`src/rtl/pr_slot_ctrl_pkg.sv`:
```
// Shared definitions for the PR-slot freeze controller: FSM state encoding
// (also the CSR readback value on state_o) and default cycle counts.
package pr_slot_ctrl_pkg;

  typedef enum logic [2:0] {
    ST_INIT     = 3'd0,
    ST_RUN      = 3'd1,
    ST_DRAIN    = 3'd2,
    ST_FROZEN   = 3'd3,
    ST_HOLD     = 3'd4,
    ST_UNFREEZE = 3'd5,
    ST_SWRST    = 3'd6
  } t_frz_state;

  localparam int unsigned DEF_NUM_BUSY        = 4;
  localparam int unsigned DEF_QUIET_CYCLES    = 16;
  localparam int unsigned DEF_RST_HOLD_CYCLES = 32;
  localparam int unsigned DEF_SYNC_CYCLES     = 8;
  localparam int unsigned DEF_TIMEOUT_CYCLES  = 4096;
  localparam int unsigned DEF_CNT_W           = 13;

  // Larger of two cycle counts; used to size the shared counter ceiling.
  function automatic int unsigned max2(input int unsigned a, input int unsigned b);
    return (a > b) ? a : b;
  endfunction

endpackage

```
`src/rtl/pr_slot_quiet_detect.sv`:
```
// Consecutive-idle detector over a vector of activity flags. The count
// restarts on any busy bit and on clear_i; done_o fires in the cycle where
// QUIET_CYCLES consecutive idle cycles (this one included) have been seen.
module pr_slot_quiet_detect #(
  parameter int unsigned NUM_BUSY     = 4,
  parameter int unsigned QUIET_CYCLES = 16,
  parameter int unsigned CNT_W        = 13
) (
  input  logic                clk,
  input  logic                reset,
  input  logic                clear_i,
  input  logic [NUM_BUSY-1:0] busy_i,
  output logic                done_o
);

  localparam logic [CNT_W-1:0] QUIET_LAST = CNT_W'(QUIET_CYCLES - 1);

  logic [CNT_W-1:0] count_q;
  logic [CNT_W-1:0] count_d;
  logic             idle;

  assign idle   = (busy_i == '0);
  assign done_o = idle && (count_q == QUIET_LAST);

  // Next idle count: restart on activity or clear, saturate at the target.
  always_comb begin
    // NOTE: every always_comb output gets a default first so no path can
    // leave it unassigned and infer a latch.
    count_d = count_q;
    if (clear_i || !idle) begin
      count_d = '0;
    end else if (count_q != QUIET_LAST) begin
      count_d = count_q + 1'b1;
    end
  end

  // Idle count register.
  always_ff @(posedge clk) begin
    // NOTE: sequential state uses non-blocking assignments so every flop
    // samples pre-edge values regardless of block ordering.
    if (reset) begin
      count_q <= '0;
    end else begin
      count_q <= count_d;
    end
  end

endmodule

```
`src/rtl/pr_slot_freeze_ctrl.sv`:
```
// PR-slot isolation sequencer: freezes the slot on a host PR request, waits
// for the slot interfaces to drain, holds the AFU in reset while PR runs,
// then releases freeze ahead of reset so downstream resynchronizers see an
// ordered sequence. All outputs are registered.
// Optional build macro PR_SLOT_DRAIN_TIMEOUT_EN: bounds the drain wait and
// raises the sticky drain_timeout flag when the bound expires.
module pr_slot_freeze_ctrl
  import pr_slot_ctrl_pkg::*;
#(
  parameter int unsigned NUM_BUSY        = DEF_NUM_BUSY,
  parameter int unsigned QUIET_CYCLES    = DEF_QUIET_CYCLES,
  parameter int unsigned RST_HOLD_CYCLES = DEF_RST_HOLD_CYCLES,
  parameter int unsigned SYNC_CYCLES     = DEF_SYNC_CYCLES,
  parameter int unsigned TIMEOUT_CYCLES  = DEF_TIMEOUT_CYCLES,
  parameter int unsigned CNT_W           = DEF_CNT_W
) (
  input  logic                clk,
  input  logic                reset,
  input  logic                pr_req,
  input  logic                sw_reset_req,
  input  logic [NUM_BUSY-1:0] busy,
  output logic                pr_freeze,
  output logic                softreset,
  output logic                pr_ready,
  output logic [2:0]          state_o,
  output logic                drain_timeout
);

  localparam int unsigned CNT_MAX =
    max2(max2(QUIET_CYCLES, RST_HOLD_CYCLES), max2(SYNC_CYCLES, TIMEOUT_CYCLES));
  localparam logic [CNT_W-1:0] CNT_SAT   = CNT_W'(CNT_MAX);
  localparam logic [CNT_W-1:0] HOLD_LAST = CNT_W'(RST_HOLD_CYCLES - 1);
  localparam logic [CNT_W-1:0] SYNC_LAST = CNT_W'(SYNC_CYCLES - 1);

  t_frz_state       state_q, state_d;
  logic [CNT_W-1:0] cnt_q, cnt_d;
  logic             pr_freeze_q, pr_freeze_d;
  logic             softreset_q, softreset_d;
  logic             pr_ready_q, pr_ready_d;
  logic             quiet_done;

  // The idle count only runs while the FSM sits in DRAIN, so it starts at
  // zero on every DRAIN entry.
  pr_slot_quiet_detect #(
    .NUM_BUSY     (NUM_BUSY),
    .QUIET_CYCLES (QUIET_CYCLES),
    .CNT_W        (CNT_W)
  ) u_quiet (
    .clk     (clk),
    .reset   (reset),
    .clear_i (state_q != ST_DRAIN),
    .busy_i  (busy),
    .done_o  (quiet_done)
  );

`ifdef PR_SLOT_DRAIN_TIMEOUT_EN
  localparam logic [CNT_W-1:0] TIMEOUT_LAST = CNT_W'(TIMEOUT_CYCLES - 1);
  logic drain_timeout_q;
  logic timeout_hit;
`endif

  // Next-state logic; pr_req has priority over sw_reset_req in RUN, and an
  // abort (pr_req dropped) has priority over quiescence in DRAIN.
  always_comb begin
    state_d = state_q;
`ifdef PR_SLOT_DRAIN_TIMEOUT_EN
    timeout_hit = 1'b0;
`endif
    unique case (state_q)
      ST_INIT:     if (cnt_q == HOLD_LAST) state_d = ST_RUN;
      ST_RUN: begin
        if (pr_req)            state_d = ST_DRAIN;
        else if (sw_reset_req) state_d = ST_SWRST;
      end
      ST_DRAIN: begin
        if (!pr_req)           state_d = ST_UNFREEZE;
        else if (quiet_done)   state_d = ST_FROZEN;
`ifdef PR_SLOT_DRAIN_TIMEOUT_EN
        else if (cnt_q == TIMEOUT_LAST) begin
          state_d     = ST_FROZEN;
          timeout_hit = 1'b1;
        end
`endif
      end
      ST_FROZEN:   if (!pr_req) state_d = ST_HOLD;
      ST_HOLD:     if (cnt_q == HOLD_LAST) state_d = ST_UNFREEZE;
      ST_UNFREEZE: if (cnt_q == SYNC_LAST) state_d = ST_RUN;
      ST_SWRST:    if (cnt_q == HOLD_LAST) state_d = ST_RUN;
      default:     state_d = ST_INIT;
    endcase
  end

  // Shared dwell counter: zero on every state change, saturates otherwise.
  always_comb begin
    cnt_d = cnt_q;
    if (state_d != state_q) begin
      cnt_d = '0;
    end else if (cnt_q != CNT_SAT) begin
      cnt_d = cnt_q + 1'b1;
    end
  end

  // Output values for the state being entered, so the registered outputs
  // change on the same edge as state_q.
  always_comb begin
    pr_freeze_d = 1'b0;
    softreset_d = 1'b0;
    pr_ready_d  = 1'b0;
    unique case (state_d)
      ST_INIT:     softreset_d = 1'b1;
      ST_RUN:      ;
      ST_DRAIN:    pr_freeze_d = 1'b1;
      ST_FROZEN: begin
        pr_freeze_d = 1'b1;
        softreset_d = 1'b1;
        pr_ready_d  = 1'b1;
      end
      ST_HOLD: begin
        pr_freeze_d = 1'b1;
        softreset_d = 1'b1;
      end
      // Keeps reset as it was: asserted after HOLD, clear after an abort.
      ST_UNFREEZE: softreset_d = softreset_q;
      ST_SWRST:    softreset_d = 1'b1;
      default:     softreset_d = 1'b1;
    endcase
  end

  // State, counter and output registers.
  always_ff @(posedge clk) begin
    if (reset) begin
      state_q     <= ST_INIT;
      cnt_q       <= '0;
      pr_freeze_q <= 1'b0;
      softreset_q <= 1'b1;
      pr_ready_q  <= 1'b0;
    end else begin
      state_q     <= state_d;
      cnt_q       <= cnt_d;
      pr_freeze_q <= pr_freeze_d;
      softreset_q <= softreset_d;
      pr_ready_q  <= pr_ready_d;
    end
  end

`ifdef PR_SLOT_DRAIN_TIMEOUT_EN
  // Sticky timeout flag; only reset clears it.
  always_ff @(posedge clk) begin
    if (reset) begin
      drain_timeout_q <= 1'b0;
    end else if (timeout_hit) begin
      drain_timeout_q <= 1'b1;
    end
  end
  assign drain_timeout = drain_timeout_q;
`else
  assign drain_timeout = 1'b0;
`endif

  assign pr_freeze = pr_freeze_q;
  assign softreset = softreset_q;
  assign pr_ready  = pr_ready_q;
  assign state_o   = state_q;

  // Ordering invariants the freeze bridges and AFU rely on.
  a_ready_implies_isolated: assert property (@(posedge clk) disable iff (reset)
    pr_ready_q |-> (pr_freeze_q && softreset_q));
  a_no_reset_release_frozen: assert property (@(posedge clk) disable iff (reset)
    $fell(softreset_q) |-> !$past(pr_freeze_q));
  a_no_freeze_in_swrst: assert property (@(posedge clk) disable iff (reset)
    (state_q == ST_SWRST) |-> !$rose(pr_freeze_q));

endmodule

```
`config.mk`:
```
export PLATFORM = sky130hd
export DESIGN_NAME = pr_slot_freeze_ctrl
export DESIGN_NICKNAME = d
export VERILOG_FILES = /design/src/rtl/pr_slot_ctrl_pkg.sv /design/src/rtl/pr_slot_quiet_detect.sv /design/src/rtl/pr_slot_freeze_ctrl.sv
export SDC_FILE = /design/constraint.sdc
export NUM_CORES = 1
export LEC_CHECK = 0
export BUFFER_PORTS_ARGS = -buffer_cell sky130_fd_sc_hd__buf_2
export CAP_MARGIN = 10
export CELL_PAD_IN_SITES_DETAIL_PLACEMENT = 1
export CELL_PAD_IN_SITES_GLOBAL_PLACEMENT = 1
export CORE_AREA = 2 2 62 64
export DETAILED_ROUTE_END_ITERATION = 8
export DIE_AREA = 0 0 64 66
export PLACE_DENSITY = 0.86
export RECOVER_POWER = 25
export SETUP_SLACK_MARGIN = 0.4
export SYNTH_ARGS = -nofsm -noshare
export SYNTH_HDL_FRONTEND = slang
export SYNTH_SLANG_ARGS = --single-unit
```
`constraint.sdc`:
```
create_clock -name clk -period 6.7 [get_ports clk]
set_clock_uncertainty 0.2 [all_clocks]
set_input_delay 1.005 -clock clk [delete_from_list [all_inputs] [get_ports clk]]
set_output_delay 1.005 -clock clk [all_outputs]
set_load 0.1 [all_outputs]
```
; ---- Word-level counts from Yosys, hierarchy flattened
; Index checks and enable logic that the tools add are counted.
[totals]
inputBits = 8
regBits = 32
elab_cells = 48
out_inout_bits = 7
[op_classes]
eq_ne = 18
addsub = 2
reduce_logical = 10
n_mux = 12
[op_table]
columns = cell, count
row1 = "adder 13 x 1 -> 13 bit, second input constant", 2
row2 = 2-to-1 mux 3 bit, 8
row3 = case mux 3 bit (6 select lines), 1
row4 = "== test 3 bit, second input constant", 5
row5 = "== test 13 x 3 -> 1 bit, second input constant", 1
row6 = "== test 13 x 4 -> 1 bit, second input constant", 1
row7 = "== test 13 x 5 -> 1 bit, second input constant", 1
row8 = "inequality test 13 bit, second input constant", 1
row9 = "inequality test 13 x 4 -> 1 bit, second input constant", 1
row10 = "== test 3 x 2 -> 1 bit, second input constant", 4
row11 = OR reduction 2 bit, 4
row12 = "== test 3 x 1 -> 1 bit, second input constant", 2
row13 = logical NOT 4 bit, 1
row14 = logical NOT 3 bit, 1
row15 = "inequality test 3 x 2 -> 1 bit, second input constant", 1
row16 = inequality test 3 bit, 1
row17 = OR reduction 3 bit, 1
row18 = 2-to-1 mux 1 bit, 2
row19 = case mux 1 bit (2 select lines), 1
row20 = logical AND 1 bit, 1
row21 = logical NOT 1 bit, 1
row22 = logical OR 1 bit, 1

; ---- Logic depth before layout (Yosys ltp)
[depth]
word_depth = 8
ltp_mapped = 9

; ---- Cells and area by module
; Synthesis repeated with hierarchy kept, for this count alone.
[hier_totals]
hier_cells = 189
hier_area_um2 = 1635.3
[by_module_without_submodules]
columns = module, instances, cells_each, area_each_um2
row1 = pr_slot_freeze_ctrl, 1, 118, 1017.2
row2 = pr_slot_quiet_detect, 1, 71, 618.1

; ---- Worst setup path after synthesis
; Ideal clock, no wire load.
[synth_path]
kind = flip-flop to flip-flop
from = reg state_q[2] (netlist: state_o[2])
to = reg cnt_q[10]
setup_slack_ns = 4.016
t_arrival_ns = 2.406
required_ns = 6.422
path_stages_with_launch = 7
path_buffers = 1
cell_sequence = dfxtp_1 -> inv_1 -> or4_4 -> nand3_1 -> o2111ai_1 -> buf_2 -> nor3_1
[synth_via]
elab_chain_cells = 5
word_cells_on_any_way = 19
cone_classes = eq/ne (7) / mux (9) / reduce/logical (3)
[synth_rtl]
columns = element, line_no
row1 = start: declaration, pr_slot_freeze_ctrl.sv:35  ; t_frz_state state_q, state_d;
row2 = start signal: assignment, pr_slot_freeze_ctrl.sv:138  ; state_q <= state_d;
row3 = == test 3 bit (tied with other cells), pr_slot_freeze_ctrl.sv:69  ; unique case (state_q)
row4 = OR reduction 2 bit (no source line) (tied with other cells), -
row5 = case mux 3 bit (6 select lines), pr_slot_freeze_ctrl.sv:69
row6 = inequality test 3 bit (*), pr_slot_freeze_ctrl.sv:96  ; if (state_d != state_q) begin
row7 = OR reduction 2 bit (no source line) (*), -
row8 = end signal: assignment, pr_slot_freeze_ctrl.sv:139  ; cnt_q <= cnt_d;
row9 = end: declaration, pr_slot_freeze_ctrl.sv:36  ; logic [CNT_W-1:0] cnt_q, cnt_d;
; Mark *: on every way between the ends. The rest lies on a longest branch, timed or not.
; A chain may end at the register's enable or synchronous reset.

; ---- Final worst setup path
[layout_path]
from = reg cnt_q[8]
to = reg cnt_q[1]
[layout_via]
elab_chain_cells = 5
word_cells_on_any_way = 9
cone_classes = eq/ne (4) / mux (4) / reduce/logical (1)
[layout_rtl]
columns = element, line_no
row1 = == test 13 x 5 -> 1 bit / == test 13 x 3 -> 1 bit (equally long branches), -
row2 = "2-to-1 mux 3 bit, on equally long branches", -
row3 = case mux 3 bit (6 select lines), pr_slot_freeze_ctrl.sv:69
row4 = inequality test 3 bit, pr_slot_freeze_ctrl.sv:96
row5 = OR reduction 2 bit (no source line), -
; Several ways; a longest one is shown, not always the timed one.

==> load_flow_metrics.sql <==
INSERT INTO impl_metrics (metric_group, metric, value, unit) VALUES
('run_status', 'run_status', 'finished, final reports clean', ''),
('drt', 'vias', '1357', ''),
('critical_path', 'path_delay_family', 'compound AO/OA/AOI/OAI gates', ''),
('finish', 'final_util', '0.498', ''),
('cts', 'tritoncts', 'built', ''),
('floorplan', 'chipWidth', '64', 'µm'),
('cts', 'cts_made_buffers', '5', ''),
('drt', 'first_iter_violations', '36', ''),
('finish', 'multiInputGateArea', '890', 'µm²'),
('critical_path', 'crit_path_frequent_cell', 'nor3_1', ''),
('critical_path', 'timing.critical_path.cells', 'or4_4 -> nor3_1 -> a211oi_1 -> o2111ai_1 -> nor3_1', ''),
('sta', 'post-route-min-period', '3.09', 'ns'),
('cts', 'cts_root_buf', 'clkbuf_4', ''),
('sta', 'period_utilization_post_route', '0.460', ''),
('placement', 'pre_cts_ws', '3.59', 'ns'),
('critical_path', 'maximum_net_fanout_on_the_critical_path', '13', ''),
('cts', 'clock_latency', '0.35', 'ns'),
('floorplan', 'placeableCoreArea', '3550', 'µm²'),
('drt', 'average_routed_wire_per_standard_cell', '16.0', 'µm'),
('pwr', 'power.density_cell_area', '204', 'nW/µm²'),
('drt', 'via_per_inst', '5.45', ''),
('synthesis', 'synth_area_per_cell', '8.68', 'µm²'),
('sta', 'worst_slew_pin_slew', '1.18', 'ns'),
('finish', 'syn2layout_area_growth', '9.61', '%'),
('global_route', 'overflow', '0', ''),
('floorplan', 'die_area', '4220', 'µm²'),
('synthesis', 'yosysWarningCount', '0', ''),
('synthesis', 'ys_seq_area_frac', '0.397', ''),
('critical_path', 'timing.critical_path.required', '6.69', 'ns'),
('sta', 'fmaxAchievable', '324', 'MHz'),
('global_route', 'antenna_found_initial', '0', ''),
('drt', 'route.antenna.remaining_nets', '0', ''),
('critical_path', 'timing.critical_path.slowest_stage_cell', 'o2111ai_1', ''),
('placement', 'gp_congestion', '0.830', ''),
('synthesis', 'synth.ff_latch_count', '32', ''),
('finish', 'design.final.nets', '211', ''),
('sta', 'timing.final.ws_setup', '3.61', 'ns'),
('global_route', 'first_global_vias', '1478', ''),
('global_route', 'grt_start_max_net_pins', '14', ''),
('sta', 'grt_setup_unrepaired', 'false', ''),
('cts', 'cts-htree-levels', '2', ''),
('finish', 'final_cell_mix', 'dfxtp_1 (32), nor2_1 (26), nor3_1 (17), xnor2_1 (14), buf_2 (13)', ''),
('cts', 'cts_buffer_depth', '2', ''),
('synthesis', 'synth_fp_nets', '197', ''),
('synthesis', 'syn_area', '1610', 'µm²'),
('sta', 'setup_tns', '0', 'ns'),
('critical_path', 'endpoint_arrival_time_on_the_critical_path', '3.08', 'ns'),
('synthesis', 'syn_inst', '186', ''),
('cts', 'path_clk_slew', '0.11', 'ns'),
('floorplan', 'start_util', '0.455', ''),
('finish', 'finish.cell_count_without_fillers', '249', ''),
('min_path', 'min-delay-path-class', 'flip-flop to flip-flop', ''),
('job', 'maxCapViolCount', '0', ''),
('drt', 'detail_route.drc_violations', '0', ''),
('drt', 'drt_pass1_iterations', '5', ''),
('drt', 'finalWirelength', '3990', 'µm'),
('critical_path', 'critPathCaptureType', 'flip-flop', ''),
('pwr', 'power.static_leakage', '0.000625', 'µW'),
('cts', 'postCtsSetupBuffers', '0', ''),
('sta', 'final-max-slew-violation-count', '0', ''),
('placement', 'place_inst', '241', ''),
('floorplan', 'row_count', '22', ''),
('finish', 'most_common_library_cell_in_the_layout_ignoring_fill_and_taps', 'dfxtp_1', ''),
('synthesis', 'synth_top_cell_area_share', '0.397', ''),
('finish', 'stdcell_area', '1770', 'µm²'),
('pwr', 'vdd_ir_drop_max', '152', 'µV'),
('finish', 'layout.area.seq', '641', 'µm²'),
('global_route', 'grt_first_pass_wirelength', '6830', 'µm'),
('sta', 'final-hold-violation-count', '0', ''),
('floorplan', 'fp.dieH', '66', 'µm'),
('synthesis', 'library_cells_used_by_synthesis', '41', '');
[Yosys cell counts]
library cell  instances
mux2i_1               1
o2111ai_1             1
o31ai_4               1
buf_2                 3
o211a_1               1
and2_1                2
a21oi_1               6
inv_2                 1
conb_1                1
a21o_1                1
or3_1                 4
nand4_1               3
a21oi_2               1
nor2b_1               1
o21ai_0               4
nor3_4                1
nor4_1                4
xor2_1                8
inv_1                 8
nand4_2               1
a211oi_2              1
nand4_4               1
nand3_1              12
a32o_1                1
or4_4                 3
xnor2_2               1
nor3b_1               1
dfxtp_1              32
nand3b_1              1
or3b_1                1
ha_1                  3
clkbuf_1              2
nor3_2                1
a31oi_1               1
nand2_1              11
nor3_1               16
and3_1                3
buf_4                 1
nor2_1               26
mux2_2                1
xnor2_1              14
[layout make-up]
cell class	count	area share
inverter	9	0.0191
tap	48	0.0339
sequential	32	0.362
multi-input combinational	139	0.503
clock inverter	3	0.0240
clock buffer	5	0.0212
timing repair buffer	13	0.0368
[kinds of logic after synthesis]
| kind of cell | after synthesis | share of synthesized area |
|---|---|---|
| AO/OA/AOI/OAI | 18 | 0.0837 |
| XOR/XNOR | 23 | 0.129 |
| adder cells (fa/ha/maj) | 3 | 0.0233 |
| buffers and inverters | 15 | 0.0395 |
| flip-flops | 32 | 0.397 |
| multiplexers | 2 | 0.0132 |
| other | 1 | 0.00232 |
| AND/OR/NAND/NOR | 92 | 0.312 |
[worst register-to-register path: cells and delay by family, from the launching register on]
family | cells | cell delay (ns)
flops | 1 | 0.38
compound gates | 2 | 1.25
simple gates | 3 | 1.09
[where the power goes]
part	total (µW)	leakage [µW]	switching [µW]	internal, µW
Combinational	14.3	0.000326	9.32	5.02
Sequential	194	0.000258	2.45	192
Clock	153	0.0000412	75.1	77.7
Total	361	0.000625	86.8	274
[sequential cells by signal (all words and copies together) (netlist names)]
register and cells:
softreset 1, pr_ready 1, state_o 3, cnt_q 13, pr_freeze 1, u_quiet.count_q 13
[through the flow]
step / hold WS (ns) / power (µW)
2_1_floorplan: 0.271 / 208
3_5_place_dp: 0.306 / 213
5_1_grt: 0.387 / 373
6_report: 0.318 / 361
4_1_cts: 0.327 / 364
3_3_place_gp: 0.290 / 211
[final timing paths]
kind | from | depth (start not counted) | endpoint | slack [ns]
worst min-delay path | u_quiet.count_q[7] | 2 | u_quiet.count_q[7] | 0.32
worst min register to register | u_quiet.count_q[7] | 2 | u_quiet.count_q[7] | 0.32
worst max register to register | cnt_q[8] | 5 | cnt_q[1] | 3.61
worst max-delay path | cnt_q[8] | 5 | cnt_q[1] | 3.61
[layer usage]
metal | GRT usage | part of all wire | vias to the layer above
met3 | 0.0579 | 0.032 | 13
met1 | 0.222 | 0.42 | 640
met5 | 0 | 0 | -
met2 | 0.383 | 0.49 | 31
met4 | 0.174 | 0.055 | 0
li1 | - | - | 673
Power figures use the tool's default switching activity.
